==> config.mk <==
export PLATFORM = sky130hd
export DESIGN_NAME = addsub_serial_ctrl
export DESIGN_NICKNAME = d
export VERILOG_FILES = /design/src/rtl/addsub_serial_ctrl_pkg.sv /design/src/rtl/addsub_serial_ctrl_fa_bit.sv /design/src/rtl/addsub_serial_ctrl.sv
export SDC_FILE = /design/constraint.sdc
export NUM_CORES = 1
export LEC_CHECK = 0
export CORE_ASPECT_RATIO = 1.25
export CORE_MARGIN = 2
export CORE_UTILIZATION = 39
export CTS_CLUSTER_DIAMETER = 120
export DETAILED_ROUTE_END_ITERATION = 12
export SETUP_SLACK_MARGIN = 0.15
export SYNTH_ARGS = -nofsm -noshare
export SYNTH_HDL_FRONTEND = slang
export SYNTH_SLANG_ARGS = --single-unit
==> constraint.sdc <==
create_clock -name clk -period 2 [get_ports clk]
set_input_delay 0.5 -clock clk [delete_from_list [all_inputs] [get_ports clk]]
set_output_delay 0.5 -clock clk [all_outputs]
set_load 0.05 [all_outputs]
==> src/rtl/addsub_serial_ctrl_pkg.sv <==
// Shared definitions for the bit-serial add/subtract controller:
// FSM state encoding, opcode values and the bit-index width helper.
package addsub_serial_ctrl_pkg;

  typedef enum logic [1:0] {
    ST_IDLE = 2'd0,
    ST_ADD  = 2'd1,
    ST_EAC  = 2'd2,
    ST_FIN  = 2'd3
  } state_e;

  localparam logic OP_ADD = 1'b0;
  localparam logic OP_SUB = 1'b1;

  // Width of the bit-index counter; never narrower than one bit.
  function automatic int cnt_width(input int w);
    if (w <= 2) return 1;
    return $clog2(w);
  endfunction

endpackage

==> src/rtl/addsub_serial_ctrl_fa_bit.sv <==
// One-bit full-adder stage with a registered carry. The carry can be
// cleared (start of a pass) or advanced (one bit processed this cycle).
module serial_fa_bit (
  input  logic clk,
  input  logic rst,
  input  logic a_bit,
  input  logic b_bit,
  input  logic carry_en,
  input  logic carry_clr,
  output logic sum_bit,
  output logic carry
);

  logic carry_q;
  logic carry_d;
  logic cout;

  assign sum_bit = a_bit ^ b_bit ^ carry_q;
  assign cout    = (a_bit & b_bit) | (carry_q & (a_bit ^ b_bit));
  assign carry   = carry_q;

  // Next carry: clear wins over advance; otherwise hold.
  always_comb begin
    carry_d = carry_q;
    if (carry_clr)     carry_d = 1'b0;
    else if (carry_en) carry_d = cout;
  end

  // Carry register, cleared by the asynchronous active-low reset.
  always_ff @(posedge clk or negedge rst) begin
    if (!rst) carry_q <= 1'b0;
    else      carry_q <= carry_d;
  end

endmodule

==> src/rtl/addsub_serial_ctrl.sv <==
// Bit-serial add/subtract sequencer. Operands are latched on an accepted
// start, processed LSB first through one full-adder stage, and subtraction
// uses ones-complement with an end-around-carry (+1) pass. Results are
// presented as magnitude plus sign together with a one-cycle done pulse.
//
// Handshake: start is only looked at while busy is low (IDLE). busy rises
// the cycle after the accepting edge and stays high through the done cycle
// (the FIN state); it drops the cycle after done, and a new start may be
// accepted in that very cycle. abort cancels any active operation with no
// done pulse and leaves sum/co/neg untouched.
module addsub_serial_ctrl
  import addsub_serial_ctrl_pkg::*;
#(
  parameter int WIDTH = 4
) (
  input  logic             clk,
  input  logic             rst,
  input  logic             start,
  input  logic             op_sub,
  input  logic [WIDTH-1:0] a,
  input  logic [WIDTH-1:0] b,
  input  logic             abort,
  output logic             busy,
  output logic             done,
  output logic [WIDTH-1:0] sum,
  output logic             co,
  output logic             neg
);

  localparam int CW = cnt_width(WIDTH);
  localparam logic [CW-1:0] LAST_IDX = CW'(WIDTH - 1);

  state_e           state_q, state_d;
  logic             op_q, op_d;
  logic [WIDTH-1:0] a_sh_q, a_sh_d;
  logic [WIDTH-1:0] b_sh_q, b_sh_d;
  logic [WIDTH-1:0] res_q, res_d;
  logic [CW-1:0]    idx_q, idx_d;
  logic [WIDTH-1:0] sum_q, sum_d;
  logic             co_q, co_d;
  logic             neg_q, neg_d;
  logic             done_q, done_d;
  logic             busy_q;

  logic             fa_a, fa_b;
  logic             fa_sum, fa_carry, fa_cout;
  logic             carry_en, carry_clr;
  logic [WIDTH-1:0] shifted;
  logic             last_bit;

  serial_fa_bit u_fa (
    .clk       (clk),
    .rst       (rst),
    .a_bit     (fa_a),
    .b_bit     (fa_b),
    .carry_en  (carry_en),
    .carry_clr (carry_clr),
    .sum_bit   (fa_sum),
    .carry     (fa_carry)
  );

  // Carry out of the bit being processed this cycle.
  assign fa_cout  = (fa_a & fa_b) | (fa_carry & (fa_a ^ fa_b));
  // New sum bit enters at the MSB so the first (LSB) bit lands at bit 0.
  assign shifted  = {fa_sum, res_q[WIDTH-1:1]};
  assign last_bit = (idx_q == LAST_IDX);

  // Adder operand select: operands in ADD, result +1 (carry-in on bit 0) in EAC.
  always_comb begin
    fa_a = 1'b0;
    fa_b = 1'b0;
    case (state_q)
      ST_ADD: begin
        fa_a = a_sh_q[0];
        fa_b = b_sh_q[0];
      end
      ST_EAC: begin
        fa_a = res_q[0];
        fa_b = (idx_q == '0);
      end
      default: begin
        fa_a = 1'b0;
        fa_b = 1'b0;
      end
    endcase
  end

  // Next-state, datapath and output-formatting logic.
  always_comb begin
    state_d   = state_q;
    op_d      = op_q;
    a_sh_d    = a_sh_q;
    b_sh_d    = b_sh_q;
    res_d     = res_q;
    idx_d     = idx_q;
    sum_d     = sum_q;
    co_d      = co_q;
    neg_d     = neg_q;
    carry_en  = 1'b0;
    carry_clr = 1'b0;

    case (state_q)
      ST_IDLE: begin
        if (start && !abort) begin
          op_d      = op_sub;
          a_sh_d    = a;
          b_sh_d    = (op_sub == OP_SUB) ? ~b : b;
          idx_d     = '0;
          carry_clr = 1'b1;
          state_d   = ST_ADD;
        end
      end

      ST_ADD: begin
        if (abort) begin
          state_d = ST_IDLE;
        end else begin
          carry_en = 1'b1;
          a_sh_d   = a_sh_q >> 1;
          b_sh_d   = b_sh_q >> 1;
          res_d    = shifted;
          if (last_bit) begin
            idx_d = '0;
            if (op_q == OP_SUB && fa_cout) begin
              // A > B: the ones-complement sum needs the end-around +1.
              carry_clr = 1'b1;
              state_d   = ST_EAC;
            end else begin
              state_d = ST_FIN;
              if (op_q == OP_ADD) begin
                sum_d = shifted;
                co_d  = fa_cout;
                neg_d = 1'b0;
              end else if (&shifted) begin
                // All-ones is negative zero (A == B): report plain zero.
                sum_d = '0;
                co_d  = 1'b0;
                neg_d = 1'b0;
              end else begin
                sum_d = ~shifted;
                co_d  = 1'b0;
                neg_d = 1'b1;
              end
            end
          end else begin
            idx_d = idx_q + CW'(1);
          end
        end
      end

      ST_EAC: begin
        if (abort) begin
          state_d = ST_IDLE;
        end else begin
          carry_en = 1'b1;
          res_d    = shifted;
          if (last_bit) begin
            // Final carry of the +1 pass is discarded.
            idx_d   = '0;
            state_d = ST_FIN;
            sum_d   = shifted;
            co_d    = 1'b0;
            neg_d   = 1'b0;
          end else begin
            idx_d = idx_q + CW'(1);
          end
        end
      end

      ST_FIN: begin
        state_d = ST_IDLE;
      end

      default: begin
        state_d = ST_IDLE;
      end
    endcase

    done_d = (state_d == ST_FIN);
  end

  // State, shift registers and registered outputs.
  always_ff @(posedge clk or negedge rst) begin
    if (!rst) begin
      state_q <= ST_IDLE;
      op_q    <= OP_ADD;
      a_sh_q  <= '0;
      b_sh_q  <= '0;
      res_q   <= '0;
      idx_q   <= '0;
      sum_q   <= '0;
      co_q    <= 1'b0;
      neg_q   <= 1'b0;
      done_q  <= 1'b0;
      busy_q  <= 1'b0;
    end else begin
      state_q <= state_d;
      op_q    <= op_d;
      a_sh_q  <= a_sh_d;
      b_sh_q  <= b_sh_d;
      res_q   <= res_d;
      idx_q   <= idx_d;
      sum_q   <= sum_d;
      co_q    <= co_d;
      neg_q   <= neg_d;
      done_q  <= done_d;
      busy_q  <= (state_d != ST_IDLE);
    end
  end

  assign busy = busy_q;
  assign done = done_q;
  assign sum  = sum_q;
  assign co   = co_q;
  assign neg  = neg_q;

endmodule
==> key figures, run 1 <==
Outcome
  – Status: finished with violations
  – Failing checks: negative setup slack

Layout
  – Post-layout util: 0.580
  – Final instance area: 2020 um^2
  – Share of layout cells above drive strength 1: 0.339
  – NumNets Final: 199
  – Layout area overhead: 41.6%
  – Most frequent cells in the layout: dfrtp_1, buf_4, clkdlybuf4s50_1, nor2_1, nand2_1
  – Leading cell type in the layout, fill and taps excluded: dfrtp_1
  – Inserted Diodes: 0

Clock network
  – CTS Root Cell: clkbuf_8
  – Clock sinks: 26
  – Clock buffer depth: 2
  – Clock-pin slew on the worst setup and hold paths: 90 ps
  – CTS tree: done
  – Worst skew pair latency: 270 ps
  – H-tree Lvls: 1
  – Num CTS Buffers: 3
  – Hold Buf Count CTS: 0

Die
  – Initial core utilization: 0.410
  – Die Area: 4160 um^2
  – Die height: 71.6 um
  – Die width: 58.1 um
  – Cell Rows: 24
  – Core ar.: 3480 um^2
  – Boundary pin count: 21

Logic synthesis
  – Leading area contributor after synthesis: dfrtp_1
  – Synthesized Nets: 160
  – Top-area cell type share of the netlist area: 0.456
  – Syn_area_per_cell: 10.3 um^2
  – Synth Instances: 139
  – Sequential-to-total area share from yosys stat: 0.456
  – Dominant cells by area after synthesis: dfrtp_1, ha_1, mux2_2
  – Netlist cell types: 36
  – Yosys warnings: 0
  – Mapped cell area: 1430 um^2
  – Seq cells post-synth: 26

Place
  – Port-buffer cells: 20
  – DP Wirelength: 2180 um
  – Post-DP Area: 1740 um^2
  – RD Place Congestion: 0.823

Global routing
  – First-pass GRT wire length: 5260 um
  – Initial antenna violation count: 0
  – Vias in the first global route: 1167
  – Pin count of the biggest net entering global routing: 27
  – Gr ovfl total: 0
  – Tot GR Track Use: 0.164

Min path
  – Worst Hold End: neg
  – Hold WC Path Type: reg2reg
  – Min-delay src: neg
  – Worst Hold Depth: 2

Worst setup path
  – R2R depth: 10
  – Setup CP Type: reg2reg
  – CP arrival: 2170 ps
  – Crit path capture type: register
  – Reg2reg start: state_q[1]
  – Startpoint types: register
  – R2R Setup Slk: -20 ps
  – CP max FO: 6
  – R2R Path End: co
  – Req. time, crit path: 2150 ps

Timing
  – Final Hold Violating Endpoints: 0
  – Fin worst setup slack: -23.6 ps
  – Fin. max-slew vios: 0
  – Total negative setup slack: -25.9 ps
  – Final Skew: 6.35 ps
  – Relative slew slack: 0.673
  – Setup-failing EPs final: 2
  – RSZ-0062 raised after global routing: yes
  – F_max: 494 MHz
  – Min cycle time layout: 2020 ps
  – Least-Margin Pin Slew: 493 ps
  – Period utilization: 1.01

Job
  – Max Cap Viol: 0

Power
  – Power Dens Cells: 1520 nW/um^2
  – LEAKAGE: 0.000911 uW
  – Pwr Total: 3070 uW
  – Worst vdd ir: 938 uV

Route
  – Via/cell ratio: 5.22
  – WL/cell: 13.9 um
  – Initial DRC Count: 16
  – Pre-antenna DRT Iters: 3
  – Via Count: 1127
  – Remaining DRCs: 0
  – Drt total wl: 3010 um
  – Routed Antenna Nets: 0
[metrics by stage]
| step | setup slack (ps) | hold WS [ps] | std cells |
|---|---|---|---|
| floorplan | 61.6 | 204 | 139 |
| global placement | 6.35 | 464 | 203 |
| detailed placement | -55.9 | 475 | 203 |
| CTS | 6.83 | 493 | 213 |
| global route | -96.6 | 535 | 216 |
| finish | -23.6 | 492 | 216 |
[worst max-delay path, cell delays in order (launching register included)]
cell and delay (ps):
dfrtp_1 440, buf_6 140, ha_4 150, a22oi_2 160, nor2b_2 70, fa_2 390
nand3_2 110, o2111ai_4 150, buf_6 180, nand2_4 50, o41ai_2 60
[state kept, by name, indices dropped and copies added (netlist names)]
| register | count |
|---|---|
| idx_q | 2 |
| b_sh_q | 4 |
| a_sh_q | 4 |
| res_q | 4 |
| busy | 1 |
| co | 1 |
| neg | 1 |
| op_q | 1 |
| u_fa.carry | 1 |
| sum | 4 |
| done | 1 |
| state_q | 2 |
[worst max path at each step]
| stage | startpoint | to | slack [ps] | cells past startpoint |
|---|---|---|---|---|
| after detailed placement | state_q[1] | busy | -60 | 9 |
| after global routing | state_q[1] | co | -100 | 10 |
| final | state_q[1] | co | -20 | 10 |
| after global placement | state_q[1] | busy | 6 | 9 |
| after floorplan | state_q[0] | sum[0] | 60 | 10 |
| after CTS | state_q[1] | neg | 7 | 10 |
[cell families (layout without fill, tap and decap cells)]
kind of cell,count (synthesis),after routing,share of synthesized area
buffers and inverters,17,55,0.0561
AO/OA/AOI/OAI,25,25,0.116
adder cells (fa/ha/maj),8,8,0.0754
XOR/XNOR,8,8,0.0491
flip-flops,26,26,0.456
AND/OR/NAND/NOR,42,42,0.144
multiplexers,13,13,0.104
[synth_stat cells]
master	number
o2bb2ai_2	1
buf_2	4
mux2_2	6
xnor2_1	4
o211ai_1	1
nand2_1	11
mux2_1	1
nand2b_1	3
buf_4	1
o21ai_0	7
o41ai_1	1
and3_1	1
nand3_1	3
clkbuf_1	2
nor2_1	12
or3_1	2
xor2_1	4
nor4b_1	1
nand3b_1	3
inv_1	9
o22ai_1	2
fa_1	1
o21bai_1	1
mux2i_1	4
mux2_4	2
ha_1	7
nand4_1	1
a22oi_1	3
o2111ai_1	1
o21ai_1	3
a22o_1	2
nor3_1	2
nor2b_1	3
buf_6	1
a21oi_1	3
dfrtp_1	26
[where the power goes]
part           switching [uW]  total [uW]  leakage (uW)  internal, uW
Combinational             887        1700      0.000550           814
Sequential                184         933      0.000325           749
Clock                     166         434     0.0000357           268
Total                    1240        3070      0.000911          1830
[routing by layer]
layer  wire length (um)  GRT usage
met1               1250      0.188
met2               1650      0.307
met3                 79     0.0253
met4                 32     0.0465
met5                  0          0
[timing repair]
action / CTS / global route
endpoints found under the setup margin: 21 / 19
pin swaps: 10 / 7
cloned: 1 / 0
resized for setup: 31 / 13
buffers inserted: 5 / 3
[final cells by class]
cell class,instances,area [um^2]
clock buffers,3,41.3
clock inverters,1,30.0
fillers,316,1460
inverters,9,38.8
multi-input cells,96,836
flip-flops and latches,26,652
well taps,39,48.8
repair buffers,42,375
Note: power is estimated with default switching activity, not from simulation.
==> inputs of run 2 (changes only) <==
Settings changed: CTS_CLUSTER_SIZE set to 8.
==> results of run 2 <==
No change in the layout: final DEF, timing and power equal those of run 1.
